--- src/rtl/operand_fetch.sv ---
// Operand fetch: 32x32 register file, busy scoreboard and
// stage-1 read FSM with write-back bypass.
module operand_fetch #(
    parameter int DATA_W = 32,
    parameter int NREGS  = 32
) (
    input  logic              clock,
    input  logic              resetn,
    input  logic [2:0]        stage,
    input  logic              rdReq,
    input  logic [5:0]        rsAddr,
    input  logic [5:0]        rtAddr,
    input  logic              destValid,
    input  logic [5:0]        destAddr,
    input  logic              regWrite,
    input  logic [5:0]        wbAddr,
    input  logic [DATA_W-1:0] wbValue,
    output logic [DATA_W-1:0] rsData,
    output logic [DATA_W-1:0] rtData,
    output logic              rdValid,
    output logic              stall
);

    localparam int AW = $clog2(NREGS);

    localparam logic [0:0] IDLE  = 1'b0;
    localparam logic [0:0] STALL = 1'b1;

    logic [0:0]        state;
    logic [AW-1:0]     latRs;
    logic [AW-1:0]     latRt;
    logic [AW-1:0]     latDest;
    logic              latDestValid;

    logic [DATA_W-1:0] regs [NREGS];
    logic [NREGS-1:0]  busy;

    logic [AW-1:0]     wbIdx;
    logic              wbHit;
    logic [AW-1:0]     selRs;
    logic [AW-1:0]     selRt;
    logic [AW-1:0]     selDest;
    logic              selDestValid;
    logic              rsBusy;
    logic              rtBusy;
    logic              destBusy;
    logic              hazard;
    logic              accept;
    logic              issue;
    logic              goStall;
    logic [DATA_W-1:0] rsVal;
    logic [DATA_W-1:0] rtVal;
    logic              unusedBits;

    assign unusedBits = ^{rsAddr[5], rtAddr[5], destAddr[5], wbAddr[5]};

    assign wbIdx = wbAddr[AW-1:0];
    assign wbHit = (stage == 3'd4) && regWrite && (wbIdx != '0);
    assign stall = (state == STALL);

    // Pick live or latched request, resolve hazard and bypassed operands
    always_comb begin
        selRs        = rsAddr[AW-1:0];
        selRt        = rtAddr[AW-1:0];
        selDest      = destAddr[AW-1:0];
        selDestValid = destValid;
        if (state == STALL) begin
            selRs        = latRs;
            selRt        = latRt;
            selDest      = latDest;
            selDestValid = latDestValid;
        end

        rsBusy   = busy[selRs] && !(wbHit && (selRs == wbIdx));
        rtBusy   = busy[selRt] && !(wbHit && (selRt == wbIdx));
        destBusy = busy[selDest] && !(wbHit && (selDest == wbIdx));
        hazard   = rsBusy || rtBusy || (selDestValid && destBusy);

        if (selRs == '0)
            rsVal = '0;
        else if (wbHit && (selRs == wbIdx))
            rsVal = wbValue;
        else
            rsVal = regs[selRs];

        if (selRt == '0)
            rtVal = '0;
        else if (wbHit && (selRt == wbIdx))
            rtVal = wbValue;
        else
            rtVal = regs[selRt];

        // A fresh request is not taken on the cycle after an issue so
        // rdValid can never stay high two cycles running.
        accept  = (state == IDLE) && (stage == 3'd1) && rdReq && !rdValid;
        issue   = (accept && !hazard) || ((state == STALL) && !hazard);
        goStall = accept && hazard;
    end

    // Register file write port; r0 is never written
    always_ff @(posedge clock or negedge resetn) begin
        if (!resetn) begin
            for (int i = 0; i < NREGS; i++)
                regs[i] <= '0;
        end else if (wbHit) begin
            regs[wbIdx] <= wbValue;
        end
    end

    // Busy scoreboard: write-back clears, issue sets, set wins
    always_ff @(posedge clock or negedge resetn) begin
        if (!resetn) begin
            busy <= '0;
        end else begin
            if (wbHit)
                busy[wbIdx] <= 1'b0;
            if (issue && selDestValid && (selDest != '0))
                busy[selDest] <= 1'b1;
        end
    end

    // Request FSM and latch of a held request
    always_ff @(posedge clock or negedge resetn) begin
        if (!resetn) begin
            state        <= IDLE;
            latRs        <= '0;
            latRt        <= '0;
            latDest      <= '0;
            latDestValid <= 1'b0;
        end else begin
            if (goStall) begin
                state        <= STALL;
                latRs        <= rsAddr[AW-1:0];
                latRt        <= rtAddr[AW-1:0];
                latDest      <= destAddr[AW-1:0];
                latDestValid <= destValid;
            end else if (issue) begin
                state <= IDLE;
            end
        end
    end

    // Operand registers and one-cycle valid pulse
    always_ff @(posedge clock or negedge resetn) begin
        if (!resetn) begin
            rsData  <= '0;
            rtData  <= '0;
            rdValid <= 1'b0;
        end else begin
            rdValid <= issue;
            if (issue) begin
                rsData <= rsVal;
                rtData <= rtVal;
            end
        end
    end

endmodule

--- config.mk ---
export PLATFORM = sky130hd
export DESIGN_NAME = operand_fetch
export DESIGN_NICKNAME = d
export VERILOG_FILES = /design/src/rtl/operand_fetch.sv
export SDC_FILE = /design/constraint.sdc
export NUM_CORES = 2
export LEC_CHECK = 0
export ABC_AREA = 1
export CORE_AREA = 2 2 401 403
export DETAILED_ROUTE_END_ITERATION = 6
export DIE_AREA = 0 0 403 405
export GPL_ROUTABILITY_DRIVEN = 0
export PLACE_DENSITY = 0.66
export SLEW_MARGIN = 20
export SYNTH_ARGS = -nofsm -noshare
export SYNTH_HDL_FRONTEND = slang
export SYNTH_SLANG_ARGS = --single-unit
--- constraint.sdc ---
create_clock -name clock -period 2.45 [get_ports clock]
set_input_delay 0.245 -clock clock [delete_from_list [all_inputs] [get_ports clock]]
set_output_delay 0.245 -clock clock [all_outputs]
set_load 0.01 [all_outputs]
==> out/results.txt <==
Distinct cells, synth -> 33
Clk buf depth -> 3
R2r endpoint -> rtData[20]
Core box area -> 159300 um^2
Worst r2r src -> stall
Cell count after placement -> 10630
Crit path largest cell delay -> 0.47 ns
Most frequent CP cell -> buf_4
Share of layout cells above drive strength 1 -> 11.22%
Clk_skew -> 0.03678 ns
Final cell count without fillers -> 10910
Drt via density -> 5.944
Relative slew slack -> 56.93%
Post-layout util -> 47.98%
Endpoint class of the critical path -> flop
Fin. Hold Viols -> 0
DIE HEIGHT -> 405 um
Post-DRT Antenna Nets -> 0
Ports -> 130
Crit path DAT -> 3.36 ns
Setup violators final -> 97
Crit path kind -> flop to flop
Setup crit start -> stall
Max H-tree Level -> 4
Most frequent cells in the layout -> 2445 x nand2_1, 1320 x o21ai_0, 1137 x dfrtp_1
TNS Setup -> -12.20 ns
Routed WL per cell -> 23.19 um
Post-Syn Instances -> 8660
Last element of the critical path -> rtData[20]
Pre-Repair DR Iteration Count -> 6
Fin. max-slew vios -> 0
CP Buf/Inv Count -> 6
Vias in the first global route -> 60770
Cell count of the worst reg-to-reg path -> 13
RSZ-0062 raised after global routing -> true
Max VDD drop -> 0.8949 mV
Via count -> 64860
Rows -> 147
Pin count of the biggest net entering global routing -> 100
Measured slew at the worst slew-check pin -> 0.6460 ns
Layout area overhead -> 21.04%
Syn Nets -> 8724
Worst Hold Class -> input port to asynchronous set/reset pin
Most common cell after layout, fill and taps aside -> nand2_1
Post-synthesis sequential area ratio -> 45.10%
GR Overflow Total -> 0
Worst setup slack after layout -> -0.2216 ns
Leakage -> 33.53 nW
Die W -> 403 um
Total Routing Usage GR -> 30.35%
Buffers on Ports -> 125
CTS root buffer -> clkbuf_16
Initial DRC count -> 9320
Yosys Warn Count -> 0
Area after DPL -> 70800 um^2
Slowest cell on crit path -> dfrtp_2
Tmin final -> 2.672 ns
# DRC -> 0
FF+latch count, synth -> 1138
Die area -> 163200 um^2
Failing checks -> setup timing
Cell area after layout -> 76430 um^2
Maxcap violations -> 0
Final #Nets -> 8787
Initial antenna violation count -> 3
CP max FO -> 31
Final period util -> 109.0%
CP Cell Sequence -> bufbuf_16 > o21ai_4 > buf_4 > inv_2 > nor2_1 > nor3_1 > buf_4 > nand3_4 > buf_6 > buf_12 > nand3_1 > nand4_1 > nand2_1
CTS tree -> yes
Detailed Place HPWL -> 159.2 mm
Clock latency on the worst-skew pair -> 0.81 ns
CP delay by family, top -> buffers and inverters
Status -> complete, but fails checks
Internal reg-to-reg setup slack -> -0.22 ns
Clk slew on worst S/H paths -> 0.06 ns
Mapped Avg Cell Area -> 7.292 um^2
Req. time, crit path -> 3.13 ns
Mapped cell area -> 63150 um^2
Max Clk Rate -> 374.3 MHz
Startpoint type of the worst setup path -> flop
Hold WS -> 0.01334 ns
Cell count along the critical path -> 13
Total CTS buffers -> 131
First-pass GRT wire length -> 379.7 mm
Final wirelength -> 253.1 mm
Pwr per Cell Area -> 1058 nW/um^2
Initial Utilization -> 39.64%
Clock sinks -> 1138
==> state kept, by name, indices dropped and copies added (netlist names) <==
| signal | count |
|---|---|
| regs | 1024 |
| busy | 32 |
| rsData | 32 |
| rtData | 32 |
| latDest | 5 |
| latRs | 5 |
| latRt | 5 |
| latDestValid | 1 |
| rdValid | 1 |
| stall | 1 |
==> area by class of cell <==
cell class,count,area [um^2]
inverters,593,2238
repair buffers,761,9081
fillers,15140,82850
multi-input cells,6097,29640
clock buffers,197,3911
flip-flops and latches,1138,28480
repair inverters,1,7.507
well taps,2086,2610
diodes,2,5.005
clock inverters,36,455.4
==> stage by stage <==
| stage | power [mW] | setup slack, ns |
|---|---|---|
| 5_1_grt | 84.24 | -0.2677 |
| 6_report | 80.88 | -0.2216 |
| 3_5_place_dp | 57.27 | -0.3523 |
| 4_1_cts | 79.13 | -0.1303 |
| 2_1_floorplan | 40.90 | 0.1734 |
| 3_3_place_gp | 56.82 | -0.3512 |
==> power breakdown <==
part / switching, mW / internal, mW
logic: 24.4 / 14.5
clock network: 8.41 / 11.9
registers: 1.43 / 20.3
total: 34.2 / 46.7
==> worst min path at each step <==
stage	end	depth (start not counted)
after floorplan	busy[0]	0
after global placement	regs[41]	1
final	regs[389]	2
after global routing	regs[389]	2
after CTS	latDest[2]	3
after detailed placement	regs[73]	1
==> worst reg2reg max path, stage by stage, from the launching register on <==
cell       delay, ns
dfrtp_2         0.47
bufbuf_16       0.30
o21ai_4         0.22
buf_4           0.19
inv_2           0.06
nor2_1          0.08
nor3_1          0.06
buf_4           0.14
nand3_4         0.08
buf_6           0.21
buf_12          0.25
nand3_1         0.28
nand4_1         0.16
nand2_1         0.06
==> per-layer routing <==
metal  track usage (%)  part of all wire (%)
met5                 0                     0
met4             16.33                   5.7
met3             7.666                    12
met2             44.41                    42
met1             41.14                    40
==> cell usage after synthesis <==
cell      instances  area, um^2
nand2_1        2489        9343
o21ai_0        1322        6616
dfrtp_1        1138       28480
nand3_1         709        3548
o211ai_1        638        4790
inv_1           587        2203
clkbuf_1        515        1933
a21oi_1         461        2307
nor2_1          327        1227
buf_2           227        1136
nand4_1          94       588.1
buf_1            64       240.2
buf_4            20       150.1
nand2_2          12       75.07
buf_6             8       90.09
nor4_2            8       100.1
inv_2             5       18.77
nor3_1            5       25.02
o21ai_2           5       43.79
xor2_1            5       43.79
nor2_2            3       18.77
nand2_4           2       22.52
nand3_2           2       20.02
nor2_4            2       22.52
o21ai_1           2       10.01
o21ai_4           2       32.53
o21bai_1          2       15.01
a31oi_1           1       6.260
and3_1            1       6.260
inv_4             1       6.260
nor3_2            1       10.01
nor3b_2           1       12.51
or2_2             1       6.260
==> cell families (layout without fill, tap and decap cells) <==
kind of cell    count (synthesis)  count (layout)  share of synthesized area [%]
flops                        1138            1138                          45.10
other cells                     0               2                              0
xor+xnor                        5               5                        0.06935
simple gates                 3657            3659                          23.80
compound gates               2433            2433                          21.89
buf+inv                      1427            1588                          9.150
==> what timing repair did <==
item	4_1_cts	5_1_grt
hold endpoints to repair	353	0
setup endpoints to repair	113	113
gates resized for setup	72	61
gates cloned	12	3
hold buffers	1	0
setup buffers	21	7
pin swaps	13	14
Power figures use the tool's default switching activity.
